===== src/rtl/lstm_seq_ctrl.sv =====
// lstm_seq_ctrl: steps one LSTM layer over a sequence of input vectors and owns the recurrent h/c state
// Ports:
//   clk, rst (async, active-low)
//   i_start/i_len                 start a sequence of i_len steps (sampled in IDLE)
//   i_x_valid/o_x_ready/i_x       input vector stream
//   o_cell_x/o_cell_prev_state    to the cell: {h_reg, x_reg} and c_reg
//   i_cell_h/i_cell_c             cell results, sampled CELL_LAT edges after x_reg loads
//   o_h_valid/i_h_ready/o_h       output hidden-state stream, o_last on the final step
//   o_busy, o_done                status; o_done is a one-cycle completion pulse
// Optional feature macro LSTM_STATE_CARRY_EN adds i_keep to retain h/c across sequences.
module lstm_seq_ctrl #(
  parameter int WIDTH    = 32,
  parameter int NUM      = 2,
  parameter int NUM_LSTM = 1,
  parameter int CELL_LAT = 2,
  parameter int LEN_W    = 8
) (
  input  logic                             clk,
  input  logic                             rst,
  input  logic                             i_start,
  input  logic [LEN_W-1:0]                 i_len,
`ifdef LSTM_STATE_CARRY_EN
  input  logic                             i_keep,
`endif
  input  logic                             i_x_valid,
  output logic                             o_x_ready,
  input  logic [NUM*WIDTH-1:0]             i_x,
  output logic [(NUM+NUM_LSTM)*WIDTH-1:0]  o_cell_x,
  output logic [NUM_LSTM*WIDTH-1:0]        o_cell_prev_state,
  input  logic [NUM_LSTM*WIDTH-1:0]        i_cell_h,
  input  logic [NUM_LSTM*WIDTH-1:0]        i_cell_c,
  output logic                             o_h_valid,
  input  logic                             i_h_ready,
  output logic [NUM_LSTM*WIDTH-1:0]        o_h,
  output logic                             o_last,
  output logic                             o_busy,
  output logic                             o_done
);
  typedef enum logic [1:0] {IDLE, WAIT_X, RUN, OUT} state_t;
  state_t                      state_q;
  logic [NUM_LSTM*WIDTH-1:0]   h_q, c_q;
  logic [NUM*WIDTH-1:0]        x_q;
  logic [LEN_W-1:0]            rem_q;
  logic [3:0]                  cnt_q;
  logic                        done_q;
  logic                        keep_d;
`ifdef LSTM_STATE_CARRY_EN
  assign keep_d = i_keep;
`else
  assign keep_d = 1'b0;
`endif
  assign o_x_ready         = state_q == WAIT_X;
  assign o_h_valid         = state_q == OUT;
  assign o_busy            = state_q != IDLE;
  assign o_h               = h_q;
  assign o_last            = o_h_valid && rem_q == LEN_W'(1);
  assign o_cell_x          = {h_q, x_q};
  assign o_cell_prev_state = c_q;
  // the zero-length case pulses one cycle late (registered); the final handshake pulses in the same cycle
  assign o_done            = done_q | (o_last & i_h_ready);
  always_ff @(posedge clk or negedge rst) begin
    if (!rst) begin
      state_q <= IDLE;
      h_q     <= '0;
      c_q     <= '0;
      x_q     <= '0;
      rem_q   <= '0;
      cnt_q   <= '0;
      done_q  <= 1'b0;
    end else begin
      done_q <= 1'b0;
      case (state_q)
        IDLE: if (i_start) begin
          if (i_len != '0) begin
            if (!keep_d) begin
              h_q <= '0;
              c_q <= '0;
            end
            rem_q   <= i_len;
            state_q <= WAIT_X;
          end else begin
            done_q <= 1'b1;
          end
        end
        WAIT_X: if (i_x_valid) begin
          x_q     <= i_x;
          cnt_q   <= '0;
          state_q <= RUN;
        end
        RUN: begin
          cnt_q <= cnt_q + 4'd1;
          // cell outputs are stable by the CELL_LAT-th edge after x_reg loaded
          if (cnt_q == 4'(CELL_LAT - 1)) begin
            h_q     <= i_cell_h;
            c_q     <= i_cell_c;
            state_q <= OUT;
          end
        end
        OUT: if (i_h_ready) begin
          rem_q   <= rem_q - LEN_W'(1);
          state_q <= rem_q == LEN_W'(1) ? IDLE : WAIT_X;
        end
        default: state_q <= IDLE;
      endcase
    end
  end
endmodule


===== config.mk =====
export PLATFORM = sky130hd
export DESIGN_NAME = lstm_seq_ctrl
export DESIGN_NICKNAME = d
export VERILOG_FILES = /design/src/rtl/lstm_seq_ctrl.sv
export SDC_FILE = /design/constraint.sdc
export NUM_CORES = 1
export LEC_CHECK = 0
export CORE_AREA = 2 2 127 129
export DETAILED_ROUTE_END_ITERATION = 6
export DIE_AREA = 0 0 129 131
export PLACE_DENSITY = 0.79
export SYNTH_ARGS = -nofsm -noshare
export SYNTH_HDL_FRONTEND = slang
export SYNTH_SLANG_ARGS = --single-unit

===== constraint.sdc =====
create_clock -name clk -period 2.43 [get_ports clk]
set_input_delay 0.729 -clock clk [delete_from_list [all_inputs] [get_ports clk]]
set_output_delay 0.729 -clock clk [all_outputs]
set_load 0.02 [all_outputs]

# After elaboration in Yosys (flattened, before gate mapping)
# Cells that the tools add are included.
# Widths: inputs -> output; s select.
dict set report totals {
  ff_bits 143
  inputBits 141
  word_cells 55
}
dict set report classes {
  bitwise 2
  n_reduce_logical 12
  eq_ne 10
  mux 22
  n_addsub 2
}
# op count
set ops {}
lappend ops {{$mux 32} 4}
lappend ops {{$pmux 32 s2} 2}
lappend ops {{$mux 8} 3}
lappend ops {{$pmux 8 s2} 1}
lappend ops {{$mux 2} 5}
lappend ops {{$eq 8x1->1 const B} 1}
lappend ops {{$ne 2x2->1 const B} 4}
lappend ops {{$pmux 2 s4} 1}
lappend ops {{$pmux 4 s2} 1}
lappend ops {{$reduce_and 4->1} 2}
lappend ops {{$reduce_bool 2->1} 4}
lappend ops {{$reduce_bool 8->1} 1}
lappend ops {{$sub 8x1->8 const B} 1}
lappend ops {{$reduce_and 5->1} 1}
lappend ops {{$add 4x1->4 const B} 1}
lappend ops {{$eq 2x2->1 const B} 2}
lappend ops {{$eq 4x1->1 const B} 1}
lappend ops {{$mux 1} 4}
lappend ops {{$mux 4} 1}
lappend ops {{$reduce_and 2->1} 2}
lappend ops {{$eq 2x1->1 const B} 1}
lappend ops {{$logic_not 2->1} 1}
lappend ops {{$ne 2x1->1 const B} 1}
lappend ops {{$and 1x1->1} 1}
lappend ops {{other kinds (2)} 2}

# Longest topological paths before layout
# Gate-level depths: netlist of run 1.
dict set report depth {
  word_depth 4
  ltp_mapped 8
}

# Worst setup path before layout of run 1
# OpenSTA, ideal clock, no wires.
dict set report synth_timing {
  path_type {reg-to-output}
  from {register state_q[0]}
  to {output port o_done}
  required_ps 1701
  arrival_ps 1904
  stages_incl_launch_ff 7
  setup_slack_ps -203
  path_cell_list {dfrtp_1 -> ha_1 -> clkbuf_1 -> clkbuf_1 -> nand2_1 -> nor2_1 -> a21o_1}
}
dict set report synth_between {
  elab_chain_cells 4
}
# item line
set synth_lines {}
lappend synth_lines {{from (decl)} 40} ;# state_t state_q;
lappend synth_lines {{from (signal assigned)} 101} ;# state_q <= rem_q == LEN_W'(1) ? IDLE : WAIT_X;
lappend synth_lines {{$eq 2x2->1} 53} ;# assign o_h_valid = state_q == OUT;
lappend synth_lines {{named net o_h_valid} 32} ;# output logic o_h_valid,
lappend synth_lines {{$logic_and 1x1->1} 56} ;# assign o_last = o_h_valid && rem_q == LEN_W'(1);
lappend synth_lines {{named net o_last} 35} ;# output logic o_last,
lappend synth_lines {{$and 1x1->1} 60} ;# assign o_done = done_q | (o_last & i_h_ready);
lappend synth_lines {{$or 1x1->1} 60}
lappend synth_lines {{to (decl)} 37} ;# output logic o_done
# The timed path passes the listed nets, and every way through them passes these cells.

# Worst setup path in the final report of run 1
dict set report layout_timing {
  from {register rem_q[2]}
  to {output port o_done}
}
dict set report layout_between {
  elab_chain_cells 4
}
# item line
set layout_lines {}
lappend layout_lines {{from (decl)} 43} ;# logic [LEN_W-1:0] rem_q;
lappend layout_lines {{from (signal assigned)} 79} ;# rem_q <= i_len;
lappend layout_lines {{from (signal assigned)} 100} ;# rem_q <= rem_q - LEN_W'(1);
lappend layout_lines {{$eq 8x1->1} 56}
lappend layout_lines {{$logic_and 1x1->1} 56}
lappend layout_lines {{$and 1x1->1} 60}
lappend layout_lines {{$or 1x1->1} 60}
# Every way passes these cells.

==> run metrics, run 1 <==
outcome=complete, no violations; finished layout cell area=0.0100 mm2; Pre-antenna DRT Iters=4; worst-case clock buffer depth=2; Tot GR Track Use=20.7%; Int Pwr=8540 uW; path type of the worst setup path=reg -> out; Post-synth EDFFs=0; Clock transition at path regs=0.06 ns; initial core utilization=39.0%; Final Setup Violations=0; CTS HTree Levels=4; top cells by count, synth=143 x dfrtp_1, 65 x mux2_2, 44 x a22o_2; ranking of synthesized cells by area=dfrtp_1 59%, mux2_2 12%, a22o_2 7.2%; Inst Count DP=939; Yosys cell types=50; top-count cell post-synth=dfrtp_1; RSZ-0062 raised after global routing=no; clock sinks=143; DIE AREA=0.0169 mm2; CTS tree=done; Post-synth ARST share=100%; post-synthesis sequential area ratio=58.8%; Setup crit end kind=output pin; via count=4806; largest net degree at the start of global routing=65; Layout Cells excl Fill=973; cell count after synthesis=438; drt drc=0; Peak VDD IR=0.658 mV; switching fraction of total power=35.9%; Post-Syn Area=0.00608 mm2; Tcrit/Tclk final=95.7%; Worst Reg-to-Reg Cells=6; hpwl dp=13.5 mm; fin util=64.3%; crit path max fanout=2; post-DR wirelength/cell=18.7 um; Slew @ Worst Pin=0.743 ns; Slew headroom=50.4%; RR Endpoint=o_cell_prev_state[10]; Num CTS Buffers=17; antenna-violating nets left=0; synth warn=0; WP data required=1.70 ns; area grow syn2layout=64.8%; Critical Path Start Type=flop; area leader, netlist=dfrtp_1; Critical Path AT=1.60 ns; Vias/cell=4.94; mean area per synthesized cell=13.9 um2; Reg2Reg Setup Slack=0.13 ns; Yosys reg bits=143; # rows=46; initial antenna violation count=0; syn_nets=587; dpl cell area=0.00933 mm2; sequential share of power=29.3%; Comb power frac=47.9%; fmax=430 MHz; top_reg_cell synth=dfrtp_1; clock latency on the worst-skew pair=0.41 ns; Max Cap Viol=0; Critical R2R Launch=state_q[0]; Clock power frac=22.8%; Net Sw Power=4780 uW; chip width=129 um; Clock Skew=0.00955 ns; final count of hold timing violations=0; Final min period=2.32 ns; GPL Wtd Cong=0.833; Hold Crit Class=in -> async; drt initial violations=195; diodes inserted=0; Remaining Overflow, GRT=0; layout cells sized above 1=25.9%; Port-buffer cells=305; Root Buffer Master=clkbuf_16; Nets=893; final WL=18.2 mm; core area=0.0156 mm2; Pwr Density=1330 mW/mm2; Final Max Slew Viols=0; Post-CTS Setup Repair Bufs=0; Pleak=0.00432 uW; vias in the first global route=5002; Top Ports=306; Die Ht=131 um; share of the synthesized area in the top cell type=58.8%; first-pass GRT wire length=26.9 mm
-- power by group through the flow --
| stage | Combinational (uW) | Sequential, uW | Clock [uW] |
|---|---|---|---|
| floorplan | 2550 | 4860 | 0 |
| global placement | 6220 | 3870 | 0 |
| detailed placement | 6390 | 3930 | 0 |
| CTS | 6390 | 3910 | 3080 |
| global route | 6760 | 4030 | 3210 |
| finish | 6380 | 3910 | 3030 |
-- routing by layer --
| metal | track usage (%) | vias up | wire length (um) |
|---|---|---|---|
| li1 | - | 2190 | - |
| met1 | 22.5 | 2394 | 6770 |
| met2 | 38.6 | 197 | 9960 |
| met3 | 6.07 | 25 | 1080 |
| met4 | 7.29 | 0 | 399 |
| met5 | 0 | - | 0 |
-- placed cells by master (no fill, tap or decap), types with 2 or more instances in the layout --
cell type | synthesis | layout
clkdlybuf4s50_1 | 0 | 299
dfrtp_1 | 143 | 143
mux2_2 | 65 | 65
a22o_2 | 44 | 44
buf_4 | 34 | 32
a22o_1 | 21 | 21
clkbuf_16 | 0 | 17
nand2_1 | 13 | 12
inv_1 | 12 | 11
nor2_1 | 12 | 11
o21ai_0 | 7 | 7
ha_1 | 8 | 7
bufinv_16 | 0 | 6
buf_12 | 0 | 5
nor3_1 | 5 | 4
a31oi_1 | 4 | 4
o31ai_1 | 3 | 3
nand3_1 | 3 | 3
clkinv_4 | 0 | 3
inv_6 | 0 | 3
inv_2 | 1 | 2
nor2_2 | 0 | 2
nor4b_1 | 2 | 2
nand2b_1 | 2 | 2
nor2b_1 | 2 | 2
o31a_1 | 2 | 2
o22a_1 | 2 | 2
a211oi_1 | 2 | 2
o22ai_1 | 2 | 2
a21oi_1 | 2 | 2
o311ai_0 | 2 | 2
nand4_1 | 2 | 2
clkbuf_2 | 0 | 2
-- stage by stage --
stage	setup TNS [ns]	total power, uW	setup WS (ns)	hold slack (ns)
2_1_floorplan	0	7410	0.0277	0.433
3_3_place_gp	-20.34	10100	-0.317	0.487
3_5_place_dp	-23.03	10300	-0.366	0.493
4_1_cts	0	13400	0.00200	0.277
5_1_grt	0	14000	0.0123	0.287
6_report	0	13300	0.105	0.260
-- logic make-up (layout without fill, tap and decap cells) --
kind of cell,count (synthesis),after routing,share of synthesized area (%)
compound gates,102,102,15.0
fa+ha+maj,8,8,1.65
buf+inv,69,386,7.71
flops,143,143,58.8
mux,66,66,12.2
simple gates,50,52,4.65
-- what timing repair did --
item                       4_1_cts  5_1_grt
gates resized for setup          8        8
setup endpoints to repair        5       62
pin swaps                        0        5
cloned                           0        2
hold buffers                     0        0
-- how the worst max path moves through the flow --
stage,depth (start not counted),start,slack (ns),end
final,5,rem_q[2],0.11,o_done
after detailed placement,6,i_len[2],-0.37,o_cell_prev_state[21]
after global placement,6,i_len[2],-0.32,o_h[9]
after global routing,5,rem_q[2],0.01,o_done
after CTS,6,rem_q[1],0.002,o_done
after floorplan,6,state_q[0],0.03,o_done
-- flip-flops by register name, summed over array words and instances (netlist names) --
register,flops
o_cell_prev_state,32
state_q,2
cnt_q,4
x_q,64
o_h,32
done_q,1
rem_q,8
-- final cells by class --
| type | instances | area, um2 |
|---|---|---|
| clock buffer | 18 | 439 |
| timing repair buffer | 341 | 3370 |
| fill | 1155 | 5570 |
| sequential | 143 | 3580 |
| tap | 216 | 270 |
| inverter | 13 | 48.8 |
| clock inverter | 14 | 251 |
| multi-input combinational | 228 | 2070 |
-- critical path: stages (launching register included) --
cell	delay, ns
dfrtp_1	0.39
nor3_2	0.24
nand3b_1	0.15
nor2_2	0.16
a21o_1	0.12
buf_4	0.13
No activity file was read; power rests on OpenSTA's default activity.
==> run 2: changes to the inputs <==
==> constraint.sdc (replaced) <==
create_clock -name clk -period 2.43 [get_ports clk]
set_input_delay 0.486 -clock clk [delete_from_list [all_inputs] [get_ports clk]]
set_output_delay 0.486 -clock clk [all_outputs]
set_load 0.02 [all_outputs]
==> run 2 against run 1 <==
- sequential cell count stayed put
- clock power shrank 9.9%
- critical endpoint is now o_cell_prev_state[16]
- first-iteration DRC count rose by 22%
- register-to-register slack about the same
- die area did not move
- non-clock buffer count decreased by 19
- utilization shrank 1.1 points
- worst setup slack improved by 0.039 ns
- sequential share of layout area grew 0.64 points
- critical path depth is 1 higher
- combinational power fell by 1%
==> run metrics, run 2 (same netlist as run 1, synthesis figures left out) <==
clock sinks=143; fmax=438 MHz; largest net degree at the start of global routing=67; post-route worst setup slack=0.145 ns; diodes inserted=0; Vias/cell=5.08; Tot GR Track Use=20.3%; Critical R2R Launch=state_q[0]; GPL Wtd Cong=0.830; drt drc=0; Tcrit/Tclk final=94.0%; Root Buffer Master=clkbuf_16; antenna-violating nets left=0; via count=4842; Largest Register=x_q; Clock transition at path regs=0.06 ns; Final Setup Violations=0; # rows=46; Nets=874; Pre-antenna DRT Iters=4; clock latency on the worst-skew pair=0.40 ns; Remaining Overflow, GRT=0; path type of the worst setup path=reg -> reg; fin util=63.1%; chip width=129 um; drt initial violations=237; Clock Skew=0.0100 ns; CTS tree=done; Post-Place Worst Slack=-0.179 ns; Max Cap Viol=0; max reg flops=64; vias in the first global route=4914; CP startpoint=state_q[0]; crit path max fanout=16; Hold Crit Class=in -> async; Setup crit end kind=flop; Final Max Slew Viols=0; outcome=complete, no violations; initial antenna violation count=0; Port-buffer cells=305; WP data required=2.77 ns; commonest non-fill, non-tap cell in the layout=clkdlybuf4s50_1; core area=0.0156 mm2; Pwr Density=1320 mW/mm2; Critical Path Start Type=flop; CTS HTree Levels=4; area grow syn2layout=61.9%; worst-case clock buffer depth=2; Slew headroom=49.9%; hpwl dp=13.3 mm; Fin Hold WS=0.482 ns; Worst Reg-to-Reg Cells=6; first-pass GRT wire length=26.4 mm; Peak VDD IR=0.909 mV; final count of hold timing violations=0; Slew @ Worst Pin=0.751 ns; post-DR wirelength/cell=19.1 um; RSZ-0062 raised after global routing=no; Die Ht=131 um; Critical Path AT=2.62 ns; final WL=18.2 mm; DIE AREA=0.0169 mm2; initial core utilization=39.0%; layout cells sized above 1=23.0%; Final min period=2.29 ns; Pleak=0.00423 uW; Num CTS Buffers=17; Top Ports=306; commonest non-fill, non-tap cells in the layout=299 x clkdlybuf4s50_1, 143 x dfrtp_1, 65 x mux2_2
## run 2: cell count changes in the layout (fill, tap and decap cells not counted), sizes merged, moves of 2 or more
cell,previous run,this run
bufinv,6,3
clkbuf,20,22
dlymetal6s2s,0,2
buf,38,17
## run 2: final cells by class
type	instances	area (um2)
clock buffer	21	470
tap	216	270
multi-input combinational	228	2060
fill	1152	5750
clock inverter	11	151
inverter	13	48.8
timing repair buffer	322	3270
sequential	143	3580
## run 2: stage by stage
| stage | power [uW] | setup TNS (ns) | std cells | cell area [um2] |
|---|---|---|---|---|
| after floorplan | 7400 | 0 | 438 | 6080 |
| after global placement | 10000 | -8.16 | 919 | 9200 |
| after detailed placement | 10300 | -9.93 | 919 | 9200 |
| after CTS | 13000 | 0 | 952 | 9830 |
| after global routing | 13600 | 0 | 954 | 9850 |
| final | 13000 | 0 | 954 | 9850 |
## run 2: final timing paths
kind	to	slack (ns)
setup / recovery	o_cell_prev_state[16]	0.14
hold / removal	o_cell_prev_state[1]	0.48
setup reg to reg	o_cell_prev_state[16]	0.14
hold reg to reg	x_q[39]	0.50
max in group asynchronous	o_cell_prev_state[30]	1.32
min in group clk	x_q[39]	0.50
## run 2: timing repair
item / 4_1_cts / 5_1_grt
pin swaps: 0 / 2
endpoints found under the setup margin: 3 / 55
hold endpoints to repair: 16 / 0
gates resized for setup: 4 / 4
hold buffers: 1 / 0
setup buffers: 0 / 0
gates cloned: 0 / 2
## run 2: critical path, cell delays in order (launching register included)
cell	delay (ns)
dfrtp_1	0.43
inv_1	0.10
ha_1	0.18
inv_2	0.05
or4_4	0.62
nor2_2	0.61
a22o_1	0.23
## run 2: per-layer routing
metal | share of wire [%] | global-route usage (%)
met4 | 3.0 | 7.29
met2 | 52 | 35.3
met3 | 6.3 | 6.19
met5 | 0 | 0
met1 | 39 | 23.7
## run 2: power by group
| part | switching (uW) | internal [uW] | leakage, uW | total [uW] |
|---|---|---|---|---|
| Combinational | 3090 | 3210 | 0.00211 | 6300 |
| Sequential | 619 | 3320 | 0.00181 | 3940 |
| Clock | 1020 | 1710 | 0.000304 | 2730 |
| Total | 4720 | 8240 | 0.00423 | 13000 |
==> run 3: changes to the inputs <==
==> config.mk (replaced) <==
export PLATFORM = sky130hd
export DESIGN_NAME = lstm_seq_ctrl
export DESIGN_NICKNAME = d
export VERILOG_FILES = /design/src/rtl/lstm_seq_ctrl.sv
export SDC_FILE = /design/constraint.sdc
export NUM_CORES = 1
export LEC_CHECK = 0
export CORE_AREA = 2 2 124 126
export CTS_BUF_LIST = sky130_fd_sc_hd__clkbuf_8
export DETAILED_ROUTE_END_ITERATION = 6
export DIE_AREA = 0 0 126 128
export PLACE_DENSITY = 0.82
export SYNTH_ARGS = -nofsm -noshare
export SYNTH_HDL_FRONTEND = slang
export SYNTH_SLANG_ARGS = --single-unit
==> run 3 against run 2 <==
- critical path depth is 2 lower
- register-to-register slack better by 0.17 ns
- combinational power down 3%
- worst setup slack got worse by 0.032 ns
- cell count is 3.4% lower
- clock skew increased by 0.0010 ns
- sequential power barely moved
- first-iteration DRC count decreased by 15%
- cell area shrank 2.8%
- maximum frequency decreased by 1.4%
- largest cell class unchanged
==> run metrics, run 3 (same netlist as run 1, synthesis figures left out) <==
Hold Crit Class=in -> async; crit path max fanout=7; Clock transition at path regs=0.08 ns; DIE AREA=0.0161 mm2; final count of hold timing violations=0; Clock Skew=0.0110 ns; Peak VDD IR=0.743 mV; Remaining Overflow, GRT=0; Worst path top cell family by delay=simple AND/OR/NAND/NOR gates; commonest non-fill, non-tap cell in the layout=clkdlybuf4s50_1; core area=0.0149 mm2; clock latency on the worst-skew pair=0.44 ns; final WL=17.8 mm; post-DR wirelength/cell=19.3 um; Pleak=0.00412 uW; Final min period=2.32 ns; WP data required=1.94 ns; CP max-delay cell=dfrtp_1; layout cells sized above 1=22.8%; Critical Path Start Type=flop; RSZ-0062 raised after global routing=no; Slew @ Worst Pin=0.705 ns; antenna-violating nets left=0; CTS tree=done; max reg flops=64; area grow syn2layout=57.4%; initial core utilization=40.9%; worst-case clock buffer depth=2; Vias/cell=5.18; Num CTS Buffers=17; Setup crit end kind=output pin; CTS HTree Levels=4; diodes inserted=0; vias in the first global route=4896; dpl cell area=0.00910 mm2; Critical Path AT=1.83 ns; path type of the worst setup path=reg -> out; Pwr Density=1280 mW/mm2; outcome=complete, no violations; Final Max Slew Viols=0; Tot GR Track Use=21.0%; clock sinks=143; Die Ht=128 um; Port-buffer cells=305; Fin Hold WS=0.0506 ns; via count=4779; Tot Pwr=12200 uW; Critical Path, Cell by Cell=nor3_2, nand3b_1, nor2_1, clkdlybuf4s15_1; Root Buffer Master=clkbuf_8; Slew headroom=53.0%; finished layout cell area=0.00957 mm2; Tcrit/Tclk final=95.4%; drt drc=0; hold buffers post-CTS=0; Top Ports=306; Max stage delay on crit path=0.46 ns; hpwl dp=13.0 mm; Largest Register=x_q; initial antenna violation count=0; chip width=126 um; GPL Wtd Cong=0.925; drt initial violations=201; fin util=64.4%; Max Cap Viol=0; Final Setup Violations=0; fmax=431 MHz; # rows=45; commonest non-fill, non-tap cells in the layout=299 x clkdlybuf4s50_1, 143 x dfrtp_1, 65 x mux2_2; largest net degree at the start of global routing=75; first-pass GRT wire length=26.3 mm; Pre-antenna DRT Iters=4; Nets=871; Buf+Inv Stages, Crit Path=1
## run 3: changes by cell type in the layout (fill, tap and decap cells not counted), sizes merged
cell | previous run | this run
clkbuf | 22 | 20
clkinv | 4 | 6
bufinv | 3 | 5
dlymetal6s2s | 2 | 1
buf | 17 | 15
dlygate4sd3 | 1 | 0
clkdlybuf4s15 | 0 | 1
clkinvlp | 1 | 0
inv | 16 | 14
## run 3: power breakdown
part | internal (uW) | switching (uW)
Combinational | 3110 | 3020
Clock | 1260 | 904
Sequential | 3310 | 626
## run 3: cell type report
cell class | count | area, um2
clock buffer | 19 | 262
clock inverter | 12 | 191
fill | 1118 | 5290
inverter | 13 | 48.8
multi-input combinational | 228 | 2070
sequential | 143 | 3580
tap | 188 | 235
timing repair buffer | 319 | 3190
## run 3: path summary, 6_finish.rpt
check / to / from / depth (start not counted) / slack [ns]
worst min-delay path: x_q[47] / rst / 1 / 0.05
worst max register to register: o_cell_prev_state[3] / state_q[0] / 6 / 0.31
worst min register to register: x_q[43] / x_q[43] / 1 / 0.51
worst max-delay path: o_last / rem_q[2] / 4 / 0.11
max in group asynchronous: cnt_q[0] / rst / 2 / 1.62
min in group clk: x_q[43] / x_q[43] / 1 / 0.51
## run 3: metrics by stage
stage          setup slack, ns  TNS (ns)  instances
2_1_floorplan           0.0402         0        438
3_3_place_gp           0.00863         0        889
3_5_place_dp           -0.0724     -3.24        889
4_1_cts                 0.0202         0        920
5_1_grt                 0.0193         0        922
6_report                 0.112         0        922
## run 3: per-layer routing
layer	routed length, um	global-route usage [%]	vias up	part of all wire (%)
met5	0	0	-	0
met4	471	8.73	0	2.6
met3	1100	5.88	35	6.2
met2	9560	37.9	215	54
met1	6710	23.3	2396	38
li1	-	-	2133	-
## run 3: what timing repair did
item                       in CTS  in global routing
setup endpoints to repair       4                 66
buffers inserted                0                  0
pin swaps                       0                  3
cloned                          0                  2
resized for setup               5                  5
